**config.mk**
```make
export PLATFORM = sky130hd
export DESIGN_NAME = rv_dm_arbiter_flat
export DESIGN_NICKNAME = d
export VERILOG_FILES = /design/src/rtl/rv_dm_arbiter_pkg.sv /design/src/rtl/rv_dm_arbiter_if.sv /design/src/rtl/rv_dm_arbiter_timeout.sv /design/src/rtl/rv_dm_arbiter.sv /design/src/flat_wrapper.sv
export SDC_FILE = /design/constraint.sdc
export NUM_CORES = 1
export LEC_CHECK = 0
export ABC_AREA = 1
export BUFFER_PORTS_ARGS = -buffer_cell sky130_fd_sc_hd__buf_2
export CORE_ASPECT_RATIO = 0.5
export CORE_UTILIZATION = 46
export DETAILED_ROUTE_END_ITERATION = 10
export PLACE_DENSITY = 0.8
export REMOVE_ABC_BUFFERS = 1
export SYNTH_ARGS = -nofsm -noshare
export SYNTH_HDL_FRONTEND = slang
export SYNTH_SLANG_ARGS = --single-unit
export TNS_END_PERCENT = 10
```
**constraint.sdc**
```tcl
create_clock -name clk_i -period 4.6 [get_ports clk_i]
set_input_delay 0.23 -clock clk_i [delete_from_list [all_inputs] [get_ports clk_i]]
set_output_delay 0.23 -clock clk_i [all_outputs]
set_load 0.05 [all_outputs]
```
**src/rtl/rv_dm_arbiter_pkg.sv**
```systemverilog
// Shared definitions for the data-memory arbiter: FSM encodings, grant IDs,
// the registered memory command and the round-robin pick helper.
package rv_dm_arbiter_pkg;

    localparam logic [1:0] ST_IDLE   = 2'd0;
    localparam logic [1:0] ST_BUSY_C = 2'd1;
    localparam logic [1:0] ST_BUSY_A = 2'd2;
    localparam logic [1:0] ST_DONE   = 2'd3;

    localparam logic GRANT_CORE = 1'b0;
    localparam logic GRANT_AUX  = 1'b1;

    typedef struct packed {
        logic        we;
        logic [31:0] addr;
        logic [31:0] data;
        logic [3:0]  bwe;
    } mem_cmd_t;

    // Lone requester wins outright; on a tie the one not served last wins.
    function automatic logic rr_pick(input logic c_req, input logic a_req,
                                     input logic last_grant);
        if (c_req && a_req)
            return ~last_grant;
        else if (c_req)
            return GRANT_CORE;
        else
            return GRANT_AUX;
    endfunction

endpackage

```
**src/rtl/rv_dm_arbiter_if.sv**
```systemverilog
// Bus bundle for rv_dm_arbiter: core and aux requester sides plus the memory side.
interface rv_dm_arbiter_if;

    logic        c_req_i;
    logic        c_we_i;
    logic [31:0] c_addr_i;
    logic [31:0] c_data_s_i;
    logic [3:0]  c_bwe_i;
    logic        c_load_done_o;
    logic        c_store_done_o;
    logic [31:0] c_data_l_o;

    logic        a_req_i;
    logic        a_we_i;
    logic [31:0] a_addr_i;
    logic [31:0] a_data_i;
    logic [3:0]  a_bwe_i;
    logic        a_ack_o;
    logic [31:0] a_data_o;

    logic        m_req_o;
    logic        m_we_o;
    logic [31:0] m_addr_o;
    logic [31:0] m_data_o;
    logic [3:0]  m_bwe_o;
    logic        m_ack_i;
    logic [31:0] m_data_i;

    logic        err_o;

    // Arbiter view: it masters the memory bus.
    modport master (
        input  c_req_i, c_we_i, c_addr_i, c_data_s_i, c_bwe_i,
        output c_load_done_o, c_store_done_o, c_data_l_o,
        input  a_req_i, a_we_i, a_addr_i, a_data_i, a_bwe_i,
        output a_ack_o, a_data_o,
        output m_req_o, m_we_o, m_addr_o, m_data_o, m_bwe_o,
        input  m_ack_i, m_data_i,
        output err_o
    );

    // Environment view: requesters and memory.
    modport slave (
        output c_req_i, c_we_i, c_addr_i, c_data_s_i, c_bwe_i,
        input  c_load_done_o, c_store_done_o, c_data_l_o,
        output a_req_i, a_we_i, a_addr_i, a_data_i, a_bwe_i,
        input  a_ack_o, a_data_o,
        input  m_req_o, m_we_o, m_addr_o, m_data_o, m_bwe_o,
        output m_ack_i, m_data_i,
        input  err_o
    );

endinterface

```
**src/rtl/rv_dm_arbiter_timeout.sv**
```systemverilog
// Ack-wait counter for rv_dm_arbiter: cleared on grant, counts BUSY cycles
// without ack, flags expiry on the TIMEOUT_CYCLES-th such cycle.
module rv_dm_timeout #(
    parameter int unsigned TIMEOUT_CYCLES = 16
) (
    input  logic clk_i,
    input  logic rst_i,
    input  logic clr_i,
    input  logic busy_i,
    input  logic ack_i,
    output logic expired_o
);

    localparam int unsigned CW = (TIMEOUT_CYCLES > 2) ? $clog2(TIMEOUT_CYCLES) : 1;
    localparam logic [CW-1:0] LAST = CW'(TIMEOUT_CYCLES - 1);

    logic [CW-1:0] cnt;

    always_ff @(posedge clk_i or posedge rst_i) begin
        if (rst_i)
            cnt <= '0;
        else if (clr_i)
            cnt <= '0;
        else if (busy_i && !ack_i)
            cnt <= cnt + 1'b1;
    end

    // An ack on the expiry cycle takes precedence.
    assign expired_o = busy_i && !ack_i && (cnt == LAST);

endmodule

```
**src/rtl/rv_dm_arbiter.sv**
```systemverilog
// Round-robin data-memory arbiter between core load/store and aux master.
// Optional ack timeout enabled by defining RV_DM_TIMEOUT_EN.
module rv_dm_arbiter
    import rv_dm_arbiter_pkg::*;
#(
    parameter int unsigned TIMEOUT_CYCLES = 16,
    parameter logic [31:0] ERR_DATA       = 32'hdeadbeef
) (
    input  logic            clk_i,
    input  logic            rst_i,
    rv_dm_arbiter_if.master bus
);

    logic [1:0]  state;
    logic        last_grant;
    logic        owner;
    logic        we_lat;
    logic        err_lat;
    logic        m_req, m_we;
    logic [31:0] m_addr, m_data;
    logic [3:0]  m_bwe;
    logic [31:0] c_data_l, a_data;

    logic        any_req;
    logic        grant;
    mem_cmd_t    core_cmd, aux_cmd, sel_cmd;
    logic        busy;
    logic        expired;

    always_comb begin
        any_req  = bus.c_req_i || bus.a_req_i;
        grant    = rr_pick(bus.c_req_i, bus.a_req_i, last_grant);
        core_cmd = '{we: bus.c_we_i, addr: bus.c_addr_i, data: bus.c_data_s_i, bwe: bus.c_bwe_i};
        aux_cmd  = '{we: bus.a_we_i, addr: bus.a_addr_i, data: bus.a_data_i, bwe: bus.a_bwe_i};
        sel_cmd  = (grant == GRANT_AUX) ? aux_cmd : core_cmd;
        busy     = (state == ST_BUSY_C) || (state == ST_BUSY_A);
    end

`ifdef RV_DM_TIMEOUT_EN
    rv_dm_timeout #(
        .TIMEOUT_CYCLES(TIMEOUT_CYCLES)
    ) u_timeout (
        .clk_i     (clk_i),
        .rst_i     (rst_i),
        .clr_i     ((state == ST_IDLE) && any_req),
        .busy_i    (busy),
        .ack_i     (bus.m_ack_i),
        .expired_o (expired)
    );
`else
    assign expired = 1'b0;
`endif

    always_ff @(posedge clk_i or posedge rst_i) begin
        if (rst_i) begin
            state      <= ST_IDLE;
            last_grant <= GRANT_AUX;
            owner      <= GRANT_CORE;
            we_lat     <= 1'b0;
            err_lat    <= 1'b0;
            m_req      <= 1'b0;
            m_we       <= 1'b0;
            m_addr     <= '0;
            m_data     <= '0;
            m_bwe      <= '0;
            c_data_l   <= '0;
            a_data     <= '0;
        end else begin
            case (state)
                ST_IDLE: begin
                    if (any_req) begin
                        m_req      <= 1'b1;
                        m_we       <= sel_cmd.we;
                        m_addr     <= sel_cmd.addr;
                        m_data     <= sel_cmd.data;
                        m_bwe      <= sel_cmd.bwe;
                        we_lat     <= sel_cmd.we;
                        err_lat    <= 1'b0;
                        last_grant <= grant;
                        owner      <= grant;
                        state      <= (grant == GRANT_AUX) ? ST_BUSY_A : ST_BUSY_C;
                    end
                end
                ST_BUSY_C, ST_BUSY_A: begin
                    if (bus.m_ack_i || expired) begin
                        if (!we_lat) begin
                            if (owner == GRANT_AUX)
                                a_data <= bus.m_ack_i ? bus.m_data_i : ERR_DATA;
                            else
                                c_data_l <= bus.m_ack_i ? bus.m_data_i : ERR_DATA;
                        end
                        err_lat <= !bus.m_ack_i;
                        m_req   <= 1'b0;
                        m_we    <= 1'b0;
                        state   <= ST_DONE;
                    end
                end
                default: state <= ST_IDLE;
            endcase
        end
    end

    // Done pulses decode the DONE state, so only one owner can ever be flagged.
    assign bus.c_load_done_o  = (state == ST_DONE) && (owner == GRANT_CORE) && !we_lat;
    assign bus.c_store_done_o = (state == ST_DONE) && (owner == GRANT_CORE) &&  we_lat;
    assign bus.a_ack_o        = (state == ST_DONE) && (owner == GRANT_AUX);
    assign bus.err_o          = (state == ST_DONE) && err_lat;
    assign bus.c_data_l_o     = c_data_l;
    assign bus.a_data_o       = a_data;
    assign bus.m_req_o        = m_req;
    assign bus.m_we_o         = m_we;
    assign bus.m_addr_o       = m_addr;
    assign bus.m_data_o       = m_data;
    assign bus.m_bwe_o        = m_bwe;

endmodule

```
**src/flat_wrapper.sv**
```systemverilog
// flat-port wrapper written by rule: the top's interface ports become plain ports
module rv_dm_arbiter_flat import rv_dm_arbiter_pkg::*;
#(
    parameter int unsigned TIMEOUT_CYCLES = 16,
    parameter logic [31:0] ERR_DATA       = 32'hdeadbeef
)
  (clk_i, rst_i, bus_c_req_i, bus_c_we_i, bus_c_addr_i, bus_c_data_s_i, bus_c_bwe_i, bus_c_load_done_o, bus_c_store_done_o, bus_c_data_l_o, bus_a_req_i, bus_a_we_i, bus_a_addr_i, bus_a_data_i, bus_a_bwe_i, bus_a_ack_o, bus_a_data_o, bus_m_req_o, bus_m_we_o, bus_m_addr_o, bus_m_data_o, bus_m_bwe_o, bus_m_ack_i, bus_m_data_i, bus_err_o);
  rv_dm_arbiter_if bus_i ();
  input  logic clk_i;
  input  logic rst_i;
  input wire logic [$bits(bus_i.c_req_i)-1:0] bus_c_req_i;
  input wire logic [$bits(bus_i.c_we_i)-1:0] bus_c_we_i;
  input wire logic [$bits(bus_i.c_addr_i)-1:0] bus_c_addr_i;
  input wire logic [$bits(bus_i.c_data_s_i)-1:0] bus_c_data_s_i;
  input wire logic [$bits(bus_i.c_bwe_i)-1:0] bus_c_bwe_i;
  output wire logic [$bits(bus_i.c_load_done_o)-1:0] bus_c_load_done_o;
  output wire logic [$bits(bus_i.c_store_done_o)-1:0] bus_c_store_done_o;
  output wire logic [$bits(bus_i.c_data_l_o)-1:0] bus_c_data_l_o;
  input wire logic [$bits(bus_i.a_req_i)-1:0] bus_a_req_i;
  input wire logic [$bits(bus_i.a_we_i)-1:0] bus_a_we_i;
  input wire logic [$bits(bus_i.a_addr_i)-1:0] bus_a_addr_i;
  input wire logic [$bits(bus_i.a_data_i)-1:0] bus_a_data_i;
  input wire logic [$bits(bus_i.a_bwe_i)-1:0] bus_a_bwe_i;
  output wire logic [$bits(bus_i.a_ack_o)-1:0] bus_a_ack_o;
  output wire logic [$bits(bus_i.a_data_o)-1:0] bus_a_data_o;
  output wire logic [$bits(bus_i.m_req_o)-1:0] bus_m_req_o;
  output wire logic [$bits(bus_i.m_we_o)-1:0] bus_m_we_o;
  output wire logic [$bits(bus_i.m_addr_o)-1:0] bus_m_addr_o;
  output wire logic [$bits(bus_i.m_data_o)-1:0] bus_m_data_o;
  output wire logic [$bits(bus_i.m_bwe_o)-1:0] bus_m_bwe_o;
  input wire logic [$bits(bus_i.m_ack_i)-1:0] bus_m_ack_i;
  input wire logic [$bits(bus_i.m_data_i)-1:0] bus_m_data_i;
  output wire logic [$bits(bus_i.err_o)-1:0] bus_err_o;
  assign bus_i.c_req_i = bus_c_req_i;
  assign bus_i.c_we_i = bus_c_we_i;
  assign bus_i.c_addr_i = bus_c_addr_i;
  assign bus_i.c_data_s_i = bus_c_data_s_i;
  assign bus_i.c_bwe_i = bus_c_bwe_i;
  assign bus_c_load_done_o = bus_i.c_load_done_o;
  assign bus_c_store_done_o = bus_i.c_store_done_o;
  assign bus_c_data_l_o = bus_i.c_data_l_o;
  assign bus_i.a_req_i = bus_a_req_i;
  assign bus_i.a_we_i = bus_a_we_i;
  assign bus_i.a_addr_i = bus_a_addr_i;
  assign bus_i.a_data_i = bus_a_data_i;
  assign bus_i.a_bwe_i = bus_a_bwe_i;
  assign bus_a_ack_o = bus_i.a_ack_o;
  assign bus_a_data_o = bus_i.a_data_o;
  assign bus_m_req_o = bus_i.m_req_o;
  assign bus_m_we_o = bus_i.m_we_o;
  assign bus_m_addr_o = bus_i.m_addr_o;
  assign bus_m_data_o = bus_i.m_data_o;
  assign bus_m_bwe_o = bus_i.m_bwe_o;
  assign bus_i.m_ack_i = bus_m_ack_i;
  assign bus_i.m_data_i = bus_m_data_i;
  assign bus_err_o = bus_i.err_o;
  rv_dm_arbiter #(.TIMEOUT_CYCLES(TIMEOUT_CYCLES), .ERR_DATA(ERR_DATA)) u_core (.clk_i(clk_i), .rst_i(rst_i), .bus(bus_i));
endmodule
```
==> metrics.md <==
| Metric | Value |
|---|---|
| Synthesized area | 0.00629 mm² |
| Hold Buf Count CTS | 0 |
| Yosys reg bits | 140 |
| Top-count cell post-synth | nand2_1 |
| First-pass GRT wire length | ~27,000 µm |
| Fin. max-slew vios | 0 |
| Root buffer cell | clkbuf_16 |
| Top layer in use | met4 |
| Clk_skew | 0.00951 ns |
| Post-Syn Area per Cell | between 7 and 8 µm² |
| DRC | 0 |
| Pleak | 0.00498 µW |
| Hpwl dp | 11,600 µm |
| Die ar. | ~0.014 mm² |
| Clock slew seen by the registers of the worst setup and hold paths | ~0.070 ns |
| Min Tclk post-route | 2.31 ns |
| Htree depth | 4 |
| R2r endpoint | u_core.bus.c_data_l_o[21] |
| Post-CTS Resized | 0 |
| Failing checks | hold timing |
| Final cell count without fillers | approximately 1,300 |
| Syn-to-layout area delta | 34.1% |
| Routed WL per cell | 13.0 µm |
| Reg-to-reg slack, setup | roughly 2.3 ns |
| Synth area leaders | dfrtp_1, nand2_1, inv_1, o21ai_1, o21ai_0 |
| Num rows | 29 |
| Overflow after GRT | 0 |
| Max IR drop VDD | roughly 0.00037 V |
| CP Capture Type | flop |
| Sequential-to-total area share from yosys stat | between 50 and 60% |
| Routed Antenna Nets | 0 |
| Setup TNS | 0 ns |
| DRT Wirelength | approximately 17,000 µm |
| Number of setup buffers added after CTS | 0 |
| Synth area leader | dfrtp_1 |
| Fraction of layout cells with a size suffix above 1 | a little under a third |
| I/O Buffers | 312 |
| WL met1 | 7290 µm |
| GP Congestion | 0.853 |
| Max Fclk | between 400 and 500 MHz |
| Die Height | about 85 µm |
| WL met2 | roughly 8300 µm |
| RSZ-0062 raised after global routing | false |
| Post-synth EDFFs | 0 |
| Routed vias/inst | 4.67 |
| Status | complete, but fails checks |
| Nets | ~1,300 |
| Initial core utilization | 48.4% |
| All-Layer GR Usage | 23.7% |
| Chip Width | approximately 170 µm |
| Crit path largest cell delay | 0.83 ns |
| Top_reg_cell synth | dfrtp_1 |
| Area fraction of the dominant cell type after synthesis | about 55% |
| CP bufs+invs | 1 |
| Reg2reg path depth | 4 |
| Vias in the first global route | 5,809 |
| Actual slew at the worst max-slew pin | 1.18 ns |
| Min-delay worst type | in2async |
| CP arrival | approximately 2.6 ns |
| Antenna violations before repair | 0 |
| Worst skew pair latency | about 0.4 ns |
| Yosys warnings | 0 |
| Final Hold Fails | 2 |
| DRT iter0 DRCs | about 320 |
| Max-cap check violation count | 0 |
| Synth Instances | between 800 and 900 |
| Diode count | 0 |
| Pwr/cell area | just under 900 mW/mm² |
| Via count | about 6,000 |
| TritonRoute pass-1 iters | 4 |
| Top Ports | approximately 310 |
| Final period util | approximately half |
| Post-synth top cells | nand2_1, dfrtp_1, inv_1, nor2_1, o21ai_1 |
| Final hold slack | -0.0101 ns |
| Metal3 WL | roughly 720 µm |
| CTS tree | done |
| Dpl cells | ~1,200 |
| CP required | 4.88 ns |
| Num CTS Buffers | 17 |
| Pin count of the biggest net entering global routing | around 100 |
| Clk sinks | 140 |
| Crit-path slowest cell | nand3_2 |
| Critical path launch point type | flop |
| Crit path kind | reg2reg |
| Core area | ~0.013 mm² |
| Crit-path cells | inv_1 -> ha_1 -> nand3_2 -> o21ai_0 |
| Reg2reg start | u_core.state[0] |
| Max FO, Critical Path | 64 |
| Post-synth cell types | 20 |
| Clock buffer depth | 2 |
| Slew margin rel. | roughly a fifth |
| Largest delay share family, worst path | simple AND/OR/NAND/NOR gates |
| Filler cells | 1,128 |
| Share of synthesized registers carrying an async set or reset | 100% |
| Setup Viol. Count Final | 0 |
==> worst max path at each step <==
stage / start / endpoint / slack (ns) / cells after the start
2_1_floorplan: rst_i / u_core.bus.a_data_o[0] / 0.62 / 1
3_3_place_gp: u_core.state[0] / u_core.bus.a_data_o[6] / 2.49 / 4
3_5_place_dp: u_core.state[0] / u_core.bus.c_data_l_o[22] / 2.31 / 4
4_1_cts: u_core.state[0] / u_core.bus.c_data_l_o[21] / 2.26 / 4
5_1_grt: u_core.state[0] / u_core.bus.a_data_o[22] / 2.01 / 4
6_report: u_core.state[0] / u_core.bus.c_data_l_o[21] / 2.29 / 4
==> state kept, by name, indices dropped and copies added (netlist names) <==
register,cells
u_core.err_lat,1
u_core.bus.m_req_o,1
u_core.owner,1
u_core.we_lat,1
u_core.bus.m_data_o,32
u_core.bus.c_data_l_o,32
u_core.bus.a_data_o,32
u_core.bus.m_we_o,1
u_core.bus.m_addr_o,32
u_core.bus.m_bwe_o,4
u_core.last_grant,1
u_core.state,2
==> power breakdown <==
part	switching (µW)	leakage, µW	internal (µW)
sequential	323	0.00173	1830
combinational	3110	0.00300	868
clock	576	0.000259	710
total	4010	0.00498	3410
==> metrics by stage <==
step / setup slack, ns / instance area, µm² / total power (µW) / hold slack, ns / utilization (%)
2_1_floorplan: 0.619 / 6070 / 5140 / 0.391 / -
3_3_place_gp: 2.49 / 7880 / 6050 / 0.461 / 60.6
3_5_place_dp: 2.31 / 7880 / 6160 / 0.467 / 60.6
4_1_cts: 2.26 / 8430 / 7470 / 0.0543 / 64.9
5_1_grt: 2.01 / 8430 / 7830 / 0.0707 / 64.9
6_report: 2.29 / 8430 / 7420 / -0.0101 / 64.9
==> kinds of logic (layout without fill, tap and decap cells) <==
kind of cell,Yosys count,after routing,synth area share (%)
AOI/OAI and AO/OA,137,137,10.9
adders and majority gates,2,2,0.398
buffers and inverters,157,463,10.4
DFF,140,140,55.8
and+or+nand+nor,369,369,22.5
==> per-layer routing <==
metal / GRT usage (%) / vias to the layer above
li1: - / 3018
met1: 29.9 / 2725
met2: 40.7 / 201
met3: 3.87 / 32
met4: 10.4 / 0
met5: 0 / -
==> layout make-up <==
| class | instances | area, µm² | share of cell area [%] |
|---|---|---|---|
| clock inverters | 14 | 123 | 1.45 |
| repair buffers | 315 | 1580 | 18.8 |
| well taps | 170 | 213 | 2.52 |
| inverters | 116 | 440 | 5.23 |
| multi-input cells | 508 | 2130 | 25.3 |
| flip-flops and latches | 140 | 3500 | 41.6 |
| clock buffers | 18 | 429 | 5.09 |
==> cell usage in the layout, fill, tap and decap left out, types with 2 or more instances in the layout <==
cell type   count
buf_2         312
buf_4           3
clkbuf_16      17
clkinv_4        2
clkinvlp_4      4
dfrtp_1       139
ha_1            2
inv_1         113
inv_2           2
inv_6           7
inv_8           2
nand2_1       290
nand3_1         2
nand3_2         2
nor2_1         69
o21ai_0        68
o21ai_1        69
Power figures use the tool's default switching activity.
